[src/rtl/mem_access_ctrl.sv]
// Load/store front end for the 32 x 32-bit data RAM: byte/half/word access,
// alignment checking, load extension and read-modify-write for sub-word stores.
module mem_access_ctrl (
  input  logic        clk,
  input  logic        rst,
  input  logic        req_valid,
  output logic        req_ready,
  input  logic        req_we,
  input  logic [1:0]  req_size,
  input  logic        req_unsigned,
  input  logic [6:0]  req_addr,
  input  logic [31:0] req_wdata,
  output logic        resp_valid,
  input  logic        resp_ready,
  output logic [31:0] resp_rdata,
  output logic        resp_err,
  output logic [31:0] ram_data,
  output logic [4:0]  ram_addr,
  output logic        ram_wr,
  output logic        ram_enable,
  input  logic [31:0] ram_q
);

  // state  | meaning
  // IDLE   | waiting for a request, req_ready high
  // ACCESS | RAM word addressed; word store written, load/RMW read captured
  // WRITE  | merged sub-word store written back
  // RESP   | response held until resp_ready
  localparam logic [1:0] S_IDLE   = 2'd0;
  localparam logic [1:0] S_ACCESS = 2'd1;
  localparam logic [1:0] S_WRITE  = 2'd2;
  localparam logic [1:0] S_RESP   = 2'd3;

  localparam logic [1:0] SZ_BYTE = 2'b00;
  localparam logic [1:0] SZ_HALF = 2'b01;
  localparam logic [1:0] SZ_WORD = 2'b10;

  logic [1:0]  r_state;
  logic        r_we;
  logic [1:0]  r_size;
  logic        r_unsigned;
  logic [6:0]  r_addr;
  logic [31:0] r_wdata;
  logic [31:0] r_merged;
  logic [31:0] r_rdata;
  logic        r_err;

  logic        w_bad_req;
  logic        w_word_store;
  logic        w_ram_write;
  logic [7:0]  w_byte;
  logic [15:0] w_half;
  logic [31:0] w_load;
  logic [31:0] w_merged;

  assign w_bad_req = (req_size == 2'b11) ||
                     ((req_size == SZ_HALF) && req_addr[0]) ||
                     ((req_size == SZ_WORD) && (req_addr[1:0] != 2'b00));

  assign w_word_store = r_we && (r_size == SZ_WORD);

  // Gated by rst so a write in flight never lands at the next edge.
  assign w_ram_write = !rst && (((r_state == S_ACCESS) && w_word_store) ||
                                (r_state == S_WRITE));

  always_comb begin
    w_byte = ram_q[7:0];
    case (r_addr[1:0])
      2'd0: w_byte = ram_q[7:0];
      2'd1: w_byte = ram_q[15:8];
      2'd2: w_byte = ram_q[23:16];
      2'd3: w_byte = ram_q[31:24];
      default: w_byte = ram_q[7:0];
    endcase
  end

  assign w_half = r_addr[1] ? ram_q[31:16] : ram_q[15:0];

  always_comb begin
    w_load = ram_q;
    case (r_size)
      SZ_BYTE: w_load = r_unsigned ? {24'd0, w_byte} : {{24{w_byte[7]}}, w_byte};
      SZ_HALF: w_load = r_unsigned ? {16'd0, w_half} : {{16{w_half[15]}}, w_half};
      default: w_load = ram_q;
    endcase
  end

  always_comb begin
    w_merged = ram_q;
    if (r_size == SZ_BYTE) begin
      case (r_addr[1:0])
        2'd0: w_merged[7:0]   = r_wdata[7:0];
        2'd1: w_merged[15:8]  = r_wdata[7:0];
        2'd2: w_merged[23:16] = r_wdata[7:0];
        2'd3: w_merged[31:24] = r_wdata[7:0];
        default: w_merged = ram_q;
      endcase
    end else if (r_addr[1]) begin
      w_merged[31:16] = r_wdata[15:0];
    end else begin
      w_merged[15:0] = r_wdata[15:0];
    end
  end

  always_ff @(posedge clk or posedge rst) begin
    if (rst) begin
      r_state    <= S_IDLE;
      r_we       <= 1'b0;
      r_size     <= 2'b00;
      r_unsigned <= 1'b0;
      r_addr     <= 7'd0;
      r_wdata    <= 32'd0;
      r_merged   <= 32'd0;
      r_rdata    <= 32'd0;
      r_err      <= 1'b0;
    end else begin
      case (r_state)
        S_IDLE: begin
          if (req_valid) begin
            r_we       <= req_we;
            r_size     <= req_size;
            r_unsigned <= req_unsigned;
            r_addr     <= req_addr;
            r_wdata    <= req_wdata;
            r_rdata    <= 32'd0;
            r_err      <= w_bad_req;
            r_state    <= w_bad_req ? S_RESP : S_ACCESS;
          end
        end
        S_ACCESS: begin
          if (!r_we) begin
            r_rdata <= w_load;
            r_state <= S_RESP;
          end else if (w_word_store) begin
            r_state <= S_RESP;
          end else begin
            r_merged <= w_merged;
            r_state  <= S_WRITE;
          end
        end
        S_WRITE: r_state <= S_RESP;
        S_RESP: begin
          if (resp_ready) r_state <= S_IDLE;
        end
        default: r_state <= S_IDLE;
      endcase
    end
  end

  assign req_ready  = !rst && (r_state == S_IDLE);
  assign resp_valid = (r_state == S_RESP);
  assign resp_rdata = r_rdata;
  assign resp_err   = r_err;
  assign ram_addr   = r_addr[6:2];
  assign ram_enable = w_ram_write;
  assign ram_wr     = w_ram_write;
  assign ram_data   = (r_state == S_WRITE) ? r_merged :
                      (((r_state == S_ACCESS) && w_word_store) ? r_wdata : 32'd0);

endmodule

[config.mk]
export PLATFORM = sky130hd
export DESIGN_NAME = mem_access_ctrl
export DESIGN_NICKNAME = d
export VERILOG_FILES = /design/src/rtl/mem_access_ctrl.sv
export SDC_FILE = /design/constraint.sdc
export NUM_CORES = 1
export LEC_CHECK = 0
export ABC_AREA = 1
export CAP_MARGIN = 20
export CORE_MARGIN = 4
export CORE_UTILIZATION = 37
export CTS_CLUSTER_DIAMETER = 40
export DETAILED_ROUTE_END_ITERATION = 10
export HOLD_SLACK_MARGIN = 0.15
export PLACE_DENSITY = 0.61
export SLEW_MARGIN = 0
export SYNTH_ARGS = -nofsm -noshare
export SYNTH_HDL_FRONTEND = slang
export SYNTH_SLANG_ARGS = --single-unit
[constraint.sdc]
create_clock -name clk -period 4.65 [get_ports clk]
set_input_delay 0.465 -clock clk [delete_from_list [all_inputs] [get_ports clk]]
set_output_delay 0.465 -clock clk [all_outputs]
set_load 0.005 [all_outputs]
==> results by group, run 1 <==
Outcome
  – Status: complete, no violations

Clock network
  – Clk slew on worst S/H paths: 0.07 ns
  – Resize count post-CTS: 0
  – Root Buffer: clkbuf_16
  – Num CTS Buffers: 9
  – # Post-CTS Setup Buffers: 0
  – Cts hold-fix bufs: 0
  – Max H-tree Level: 3
  – CTS tree: yes
  – Max Buffers Root-to-Sink: 2
  – Clock latency on the worst-skew pair: 0.36 ns
  – CTS sink cnt: 110

Yosys
  – Post-synth top flop: dfrtp_1
  – Post-synth EDFFs: 0
  – Post-synth top cells: 250 x nand2_1, 110 x dfrtp_1, 58 x nand3_1, 56 x nor2_1, 52 x a21oi_1
  – Count leader, synth: nand2_1
  – FFs w/ async S/R, synth: 100%
  – Post-synth top area share: 43.9%
  – Ys Warns: 0
  – Syn avg cell area: 7.73 um2
  – Mapped Area: 6270 um2
  – Leading area contributor after synthesis: dfrtp_1
  – Count of cell types in the netlist: 30
  – Seq/Total Area, Yosys: 43.9%
  – Cells after synthesis: 811
  – Post-Syn Nets: 895
  – Largest cells by area after synthesis: dfrtp_1 44%, nand2_1 15%, mux2_2 6.1%
  – Synthesized flop and latch total: 110

Setup path
  – Worst reg2reg path depth: 7
  – CP arrival: 3.45 ns
  – Setup crit start kind: flip-flop
  – Data required, critical path: 4.18 ns
  – CP Max Fanout: 33
  – Largest stage delay, worst path: 1.04 ns
  – WS Path Type: flip-flop to primary output
  – Slowest stage cell on the critical path: dfrtp_1
  – Cell mode on critical path: inv_2
  – CP endpoint kind: primary output
  – Critical-path cell list: inv_2 -> nor2_8 -> inv_2 -> nor2_4 -> nand3_1 -> o21ai_0 -> clkdlybuf4s50_1

Pwr
  – Cell Int Power: 0.00307 W
  – Cell Pwr Density: 644 nW/um2
  – Sw frac: 41.7%
  – Max VDD drop: 0.308 mV
  – Comb pwr share: 51.3%
  – Clock power share: 15.0%
  – P_leak: 3.72 nW
  – P_sw: 0.00220 W
  – Flop pwr share: 33.7%

Timing
  – Least-Margin Pin Slew: 1.06 ns
  – Final Hold Fails: 0
  – Fin crit share: 84.3%
  – Setup-failing EPs final: 0
  – Fmax achieved: 255 MHz
  – Final Max Tran Viols: 0
  – Worst Skew: 0.00911 ns
  – Final TNS setup: 0 ns
  – Slew headroom: 29.4%
  – RSZ-0062 raised after global routing: false
  – Min Clock Period, post-route: 3.92 ns

Routing
  – Detailed Routing Iterations Pass 1: 5
  – Post-DR vias/cell: 5.16
  – Post-Route WL: 19,900 um
  – Routed Antenna Nets: 0
  – DR vias: 5,939
  – Routed len/inst: 17.3 um
  – Post-route DRC: 0
  – Drt initial violations: 452

Die
  – Starting density of the core: 37.8%
  – Core area: 16,600 um2
  – Die Wd: 138 um
  – Die ar.: 19,100 um2
  – Die height: 138 um
  – Boundary Pins: 153
  – Rows: 47

GRT
  – Met2 GRT Util: 32.7%
  – Busiest metal layer after global routing: met2
  – Global Route Usage Sum: 20.2%
  – GR Util met1: 28.2%
  – Initial antenna violation count: 1
  – Largest net degree at the start of global routing: 68
  – Vias in the first global route: 5,559
  – First-pass GRT wire length: 30,800 um
  – Routing usage on met3: 2.76%
  – Overflow left after global routing: 0

Layout
  – NumNets Final: 1,009
  – Final core utilization: 49.4%
  – Syn-to-layout area delta: 30.6%
  – Layout cells sized above 1: 7.86%
  – Fillcell total: 1,695

Worst hold path
  – Min-Delay Path Class: input port to asynchronous set/reset pin

Job
  – Max Cap Violations: 0

Placement
  – RePlAce Congestion: 0.863
  – IO buf count: 152
  – Final HPWL from detailed placement: 14,300 um
==> registers in the layout, indices dropped and copies added, names as in the netlist <==
name / count
r_addr: 7
r_merged: 32
r_size: 2
r_state: 2
r_unsigned: 1
r_wdata: 32
r_we: 1
resp_err: 1
resp_rdata: 32
==> stage by stage <==
stage               instance area (um2)  hold slack, ns  cells  setup slack, ns  power [W]
detailed placement                 7830           0.465   1132             1.13    0.00443
global route                       8190           0.437   1150            0.483    0.00568
floorplan                          6270           0.472    811             1.28    0.00334
CTS                                8130           0.422   1147            0.730    0.00523
global placement                   7830           0.464   1132             1.18    0.00441
finish                             8190           0.413   1150            0.732    0.00527
==> final cells by class <==
class | instances | area (um2) | area share (%)
Sequential cell | 110 | 2750 | 33.6
Inverter | 53 | 204 | 2.49
Timing Repair Buffer | 160 | 1620 | 19.8
Antenna cell | 1 | 2.50 | 0.0306
Clock buffer | 10 | 239 | 2.92
Tap cell | 220 | 275 | 3.36
Multi-Input combinational cell | 591 | 3030 | 37.1
Clock inverter | 5 | 57.6 | 0.703
==> worst max-delay path: cells and delay by family, from the launching register on <==
family	cells	cell delay, ns
AO/OA/AOI/OAI	1	0.12
flip-flops	1	1.04
buffers and inverters	3	0.95
AND/OR/NAND/NOR	3	0.95
==> final timing paths <==
path	from	end	slack [ns]
worst min register to register	resp_rdata[15]$_DFFE_PP0P_	resp_rdata[15]$_DFFE_PP0P_	0.48
worst max register to register	r_size[1]$_DFFE_PP0P_	resp_rdata[22]$_DFFE_PP0P_	1.90
worst min-delay path	rst	r_we$_DFFE_PP0P_	0.41
max in group asynchronous	rst	resp_rdata[16]$_DFFE_PP0P_	3.30
min in group clk	resp_rdata[15]$_DFFE_PP0P_	resp_rdata[15]$_DFFE_PP0P_	0.48
worst max-delay path	r_size[1]$_DFFE_PP0P_	ram_data[31]	0.73
==> cell families after synthesis <==
kind of cell	Yosys count	synth area share (%)
flip-flops	110	43.9
buffers and inverters	110	7.73
multiplexers	34	6.11
AND/OR/NAND/NOR	374	24.7
adder cells (fa/ha/maj)	5	0.998
AO/OA/AOI/OAI	178	16.6
==> per-layer routing <==
metal	routed length, um	part of all wire [%]
met5	0	0
met2	9340	47
met3	1170	5.9
met4	390	2.0
met1	8970	45
==> power by group through the flow <==
stage / Combinational, W / Sequential, W / Clock [W]
finish: 0.00270 / 0.00178 / 0.000789
global route: 0.00301 / 0.00183 / 0.000848
floorplan: 0.00172 / 0.00163 / 0
detailed placement: 0.00264 / 0.00179 / 0
CTS: 0.00265 / 0.00177 / 0.000809
global placement: 0.00263 / 0.00178 / 0
==> placed cells by master, fill, tap and decap left out, drive strengths merged <==
| master | n |
|---|---|
| a21boi | 1 |
| a21oi | 52 |
| a22oi | 6 |
| a31oi | 26 |
| buf | 8 |
| bufinv | 1 |
| clkbuf | 10 |
| clkdlybuf4s50 | 152 |
| clkinv | 4 |
| dfrtp | 110 |
| diode | 1 |
| ha | 5 |
| inv | 53 |
| mux2 | 34 |
| nand2 | 252 |
| nand3 | 59 |
| nand3b | 1 |
| nor2 | 60 |
| o211ai | 38 |
| o21ai | 53 |
| o21bai | 1 |
| o22ai | 1 |
| or2 | 2 |
No activity file was read; power rests on OpenSTA's default activity.
==> run 2, diff against run 1 <==
==> constraint.sdc (replaced) <==
create_clock -name clk -period 3.7 [get_ports clk]
set_input_delay 0.37 -clock clk [delete_from_list [all_inputs] [get_ports clk]]
set_output_delay 0.37 -clock clk [all_outputs]
set_load 0.005 [all_outputs]
==> run 2 against run 1 <==
Net effect:
- worst hold slack improved by 0.069 ns
- die area unchanged
- register-to-register slack got worse by 0.72 ns
- combinational power increased by 26%
- sequential share of layout area unchanged
- first-iteration DRC count decreased by 2.2%
- non-clock buffer count increased by 2
==> results by group, run 2 (same netlist as run 1, synthesis figures left out) <==
Pwr
  – Cell Int Power: 0.00381 W
  – Comb pwr share: 51.3%
  – Cell Pwr Density: 807 nW/um2
  – Clock power share: 14.8%
  – P_leak: 3.72 nW
  – Max VDD drop: 0.457 mV
  – P_sw: 0.00279 W
  – Flop pwr share: 33.9%
  – Sw frac: 42.3%

Outcome
  – Status: complete, no violations

Routing
  – Post-Route WL: 20,100 um
  – Routed len/inst: 17.4 um
  – Detailed Routing Iterations Pass 1: 5
  – Post-route DRC: 0
  – Drt initial violations: 442
  – Routed Antenna Nets: 0
  – Post-DR vias/cell: 5.13
  – DR vias: 5,914

Worst hold path
  – Min-Delay Path Class: flip-flop to flip-flop
  – Min-delay src: resp_rdata[25]$_DFFE_PP0P_

Setup path
  – Data required, critical path: 3.33 ns
  – Largest stage delay, worst path: 0.66 ns
  – CP endpoint kind: primary output
  – Critical path's top delay family: simple AND/OR/NAND/NOR gates
  – WS Path Type: flip-flop to primary output
  – Worst Setup SP: r_state[1]$_DFFE_PP0P_
  – CP bufs+invs: 2
  – Critical-path cell list: inv_1 -> ha_1 -> nand2_1 -> nor2_4 -> nand3_1 -> o21ai_0 -> clkdlybuf4s50_1
  – Slowest stage cell on the critical path: nor2_4
  – Setup crit start kind: flip-flop
  – CP arrival: 2.75 ns
  – CP Max Fanout: 33
  – Crit Reg-Reg Startpoint: r_addr[1]$_DFFE_PP0P_

Clock network
  – Clk slew on worst S/H paths: 0.08 ns
  – # Post-CTS Setup Buffers: 0
  – Root Buffer: clkbuf_16
  – Resize count post-CTS: 0
  – CTS sink cnt: 110
  – Max H-tree Level: 3
  – CTS tree: yes
  – Max Buffers Root-to-Sink: 2
  – Num CTS Buffers: 9
  – Cts hold-fix bufs: 0
  – Clock latency on the worst-skew pair: 0.36 ns

Timing
  – Least-Margin Pin Slew: 0.938 ns
  – Worst Skew: 0.00760 ns
  – Final TNS setup: 0 ns
  – Setup-failing EPs final: 0
  – Fmax achieved: 320 MHz
  – Slew headroom: 37.4%
  – Final worst setup slack: 0.577 ns
  – RSZ-0062 raised after global routing: false
  – Final Hold Fails: 0
  – Fin crit share: 84.4%
  – Final Max Tran Viols: 0
  – Min Clock Period, post-route: 3.12 ns

Placement
  – Final HPWL from detailed placement: 14,700 um
  – Placed cells: 1,136
  – Placed inst area: 7890 um2
  – RePlAce Congestion: 0.858
  – IO buf count: 152
  – Pre-CTS setup slack: 0.942 ns

GRT
  – Largest net degree at the start of global routing: 60
  – Overflow left after global routing: 0
  – Global Route Usage Sum: 20.7%
  – First-pass GRT wire length: 31,700 um
  – Initial antenna violation count: 0
  – Vias in the first global route: 5,681

Layout
  – Commonest non-fill, non-tap cell in the layout: nand2_1
  – Multi-input combinational cell area: 3030 um2
  – Fin area: 8190 um2
  – Final Non-Filler Cells: 1,152
  – Layout cells sized above 1: 8.15%
  – ANT cells: 0
  – Fillcell total: 1,684
  – NumNets Final: 1,011
  – FF+latch area: 2750 um2
  – Syn-to-layout area delta: 30.6%
  – Highest-count cells in the layout ignoring fill and taps: 249 x nand2_1, 152 x clkdlybuf4s50_1, 110 x dfrtp_1, 58 x nand3_1, 56 x nor2_1

Die
  – Starting density of the core: 37.8%
  – Die ar.: 19,100 um2
  – Core area: 16,600 um2
  – Die Wd: 138 um
  – Boundary Pins: 153
  – Die height: 138 um
  – Rows: 47

Job
  – Max Cap Violations: 0
## run 2: stage by stage
stage	util (%)	total power [W]	hold slack (ns)
6_report	49.4	0.00660	0.482
3_5_place_dp	47.6	0.00566	0.465
5_1_grt	49.4	0.00712	0.513
2_1_floorplan	-	0.00420	0.472
3_3_place_gp	47.4	0.00558	0.466
4_1_cts	49.4	0.00664	0.484
## run 2: final cells by class
cell class | instances | share of cell area [%]
multi-input combinational | 591 | 37.1
sequential | 110 | 33.6
timing repair buffer | 162 | 19.9
tap | 220 | 3.36
clock buffer | 11 | 3.09
inverter | 53 | 2.49
clock inverter | 5 | 0.474
## run 2: final timing paths
| check | to | slack, ns | depth (start not counted) |
|---|---|---|---|
| max | ram_data[25] | 0.58 | 7 |
| max reg2reg | r_merged[12]$_DFFE_PP0P_ | 1.18 | 5 |
| min reg2reg | resp_rdata[25]$_DFFE_PP0P_ | 0.48 | 2 |
| min in group asynchronous | r_state[1]$_DFFE_PP0P_ | 0.56 | 2 |
| min | resp_rdata[25]$_DFFE_PP0P_ | 0.48 | 2 |
| max in group asynchronous | resp_rdata[21]$_DFFE_PP0P_ | 2.38 | 3 |
## run 2: worst min-delay path: cells and delay by family (launching register included)
family           cells  cell delay, ns
and+or+nand+nor      2            0.10
DFF                  1            0.34
## run 2: layer usage
layer	routed length [um]	track usage, %
met5	0	0
met4	388	6.60
met3	1040	2.97
met2	9510	33.2
met1	9150	29.1
## run 2: power groups by stage
stage               logic (W)  registers [W]  clock network [W]
floorplan             0.00216        0.00204                  0
global placement      0.00333        0.00225                  0
detailed placement    0.00340        0.00226                  0
CTS                   0.00341        0.00223           0.000996
global route          0.00377        0.00231            0.00104
finish                0.00339        0.00224           0.000976
==> run 3, diff against run 2 <==
==> constraint.sdc (replaced) <==
create_clock -name clk -period 2.9 [get_ports clk]
set_input_delay 0.29 -clock clk [delete_from_list [all_inputs] [get_ports clk]]
set_output_delay 0.29 -clock clk [all_outputs]
set_load 0.005 [all_outputs]
==> run 3 against run 2 <==
Net effect:
- worst hold slack got worse by 0.13 ns
- combinational power is 30% higher
- critical path depth grew 1
- largest power group unchanged
==> results by group, run 3 (same netlist as run 1, synthesis figures left out) <==
Pwr
  – Pwr Total: 0.00846 W
  – Max VDD drop: 0.559 mV
  – Cell Pwr Density: 1020 nW/um2
  – P_leak: 3.76 nW

Setup path
  – Cell mode on critical path: nand2_1
  – Data required, critical path: 2.61 ns
  – Worst Setup SP: r_state[1]$_DFFE_PP0P_
  – Reg-to-reg slack, setup: 0.79 ns
  – CP endpoint: ram_data[9]
  – CP Depth: 8
  – WS Path Type: flip-flop to primary output
  – Setup crit start kind: flip-flop
  – Reg2reg end: r_merged[15]$_DFFE_PP0P_
  – CP arrival: 2.43 ns
  – Crit Reg-Reg Startpoint: r_addr[1]$_DFFE_PP0P_
  – Slowest stage cell on the critical path: clkdlybuf4s50_1
  – Critical path's top delay family: buffers and inverters
  – Largest stage delay, worst path: 0.52 ns
  – CP endpoint kind: primary output
  – CP Max Fanout: 7
  – Worst reg2reg path depth: 5
  – Critical-path cell list: inv_1 -> ha_1 -> nand2_1 -> nor2_4 -> buf_4 -> nand3_1 -> nand2_1 -> clkdlybuf4s50_1
  – CP bufs+invs: 3

Layout
  – NumNets Final: 1,019
  – Fillcell total: 1,680
  – Commonest non-fill, non-tap cell in the layout: nand2_1
  – Fin area: 8300 um2
  – Multi-input combinational cell area: 3030 um2
  – FF+latch area: 2750 um2
  – Final Non-Filler Cells: 1,162
  – Highest-count cells in the layout ignoring fill and taps: 249 x nand2_1, 152 x clkdlybuf4s50_1, 110 x dfrtp_1, 58 x nand3_1, 56 x nor2_1
  – Layout cells sized above 1: 8.94%
  – Syn-to-layout area delta: 32.4%

Die
  – Die Wd: 138 um
  – Rows: 47
  – Die ar.: 19,100 um2
  – Core area: 16,600 um2
  – Starting density of the core: 37.8%
  – Boundary Pins: 153
  – Die height: 138 um

Clock network
  – # Post-CTS Setup Buffers: 0
  – CTS tree: yes
  – Resize count post-CTS: 0
  – Cts hold-fix bufs: 0
  – Max H-tree Level: 3
  – Root Buffer: clkbuf_16
  – Num CTS Buffers: 9
  – Clock latency on the worst-skew pair: 0.37 ns
  – CTS sink cnt: 110
  – Max Buffers Root-to-Sink: 2
  – Clk slew on worst S/H paths: 0.08 ns

Timing
  – RSZ-0062 raised after global routing: false
  – Final Hold Fails: 0
  – Slew headroom: 43.2%
  – Min Clock Period, post-route: 2.72 ns
  – Hold slack: 0.351 ns
  – Fin crit share: 93.9%
  – Fmax achieved: 367 MHz
  – Worst Skew: 0.0129 ns
  – Least-Margin Pin Slew: 0.852 ns
  – Final TNS setup: 0 ns
  – Final Max Tran Viols: 0
  – Setup-failing EPs final: 0

Routing
  – Post-DR vias/cell: 5.12
  – Post-route DRC: 0
  – Routed len/inst: 17.1 um
  – DR vias: 5,947
  – Post-Route WL: 19,900 um
  – Routed Antenna Nets: 0
  – Drt initial violations: 577
  – Detailed Routing Iterations Pass 1: 4

GRT
  – First-pass GRT wire length: 31,500 um
  – Largest net degree at the start of global routing: 66
  – Vias in the first global route: 5,662
  – Global Route Usage Sum: 20.8%
  – Initial antenna violation count: 2
  – Overflow left after global routing: 0

Placement
  – RePlAce Congestion: 0.864
  – IO buf count: 152
  – Placed cells: 1,141
  – Final HPWL from detailed placement: 14,800 um
  – Placed inst area: 7980 um2

Outcome
  – Status: complete, no violations

Worst hold path
  – Min-Delay Path Class: input port to asynchronous set/reset pin

Job
  – Max Cap Violations: 0
## run 3: cell count changes in the layout (fill, tap and decap cells not counted), sizes merged
cell	delta
clkinv	+1
inv	-1
diode	+2
clkbuf	-2
buf	+8
clkinvlp	+2
## run 3: area by class of cell
| class | instances | share of cell area, % |
|---|---|---|
| Tap cell | 220 | 3.32 |
| Timing Repair Buffer | 170 | 20.9 |
| Sequential cell | 110 | 33.2 |
| Inverter | 53 | 2.47 |
| Clock buffer | 9 | 2.71 |
| Clock inverter | 7 | 0.829 |
| Multi-Input combinational cell | 591 | 36.6 |
| Antenna cell | 2 | 0.0603 |
## run 3: routing by layer
layer	GRT usage (%)	up-vias	routed length [um]
li1	-	2948	-
met1	28.0	2801	8910
met2	34.1	179	9600
met3	3.42	19	1060
met4	6.97	0	359
met5	0	-	0
## run 3: power by group
part	internal, W	switching [W]
registers	0.00221	0.000617
clock network	0.000605	0.000636
logic	0.00206	0.00234
## run 3: worst min-delay path by stage
stage,to,slack [ns],cells after the start,from
floorplan,resp_rdata[1]$_DFFE_PP0P_,0.44,2,ram_q[1]
global placement,resp_rdata[24]$_DFFE_PP0P_,0.47,2,resp_rdata[24]$_DFFE_PP0P_
detailed placement,resp_rdata[24]$_DFFE_PP0P_,0.46,2,resp_rdata[24]$_DFFE_PP0P_
CTS,resp_err$_DFFE_PP0P_,0.36,2,rst
global route,r_wdata[9]$_DFFE_PP0P_,0.39,2,rst
finish,resp_err$_DFFE_PP0P_,0.35,2,rst
## run 3: worst register-to-register path, stage by stage, from the launching register on
cell and delay [ns]:
dfrtp_1 0.41, inv_1 0.63, nand2_1 0.50, a21oi_1 0.25
o21ai_0 0.11, a31oi_1 0.14
## run 3: through the flow
| step | setup WS [ns] | utilization (%) |
|---|---|---|
| 6_report | 0.178 | 50.0 |
| 5_1_grt | 0.0183 | 50.0 |
| 4_1_cts | 0.0517 | 49.9 |
| 3_5_place_dp | 0.459 | 48.1 |
| 3_3_place_gp | 0.535 | 48.1 |
| 2_1_floorplan | 1.24 | - |
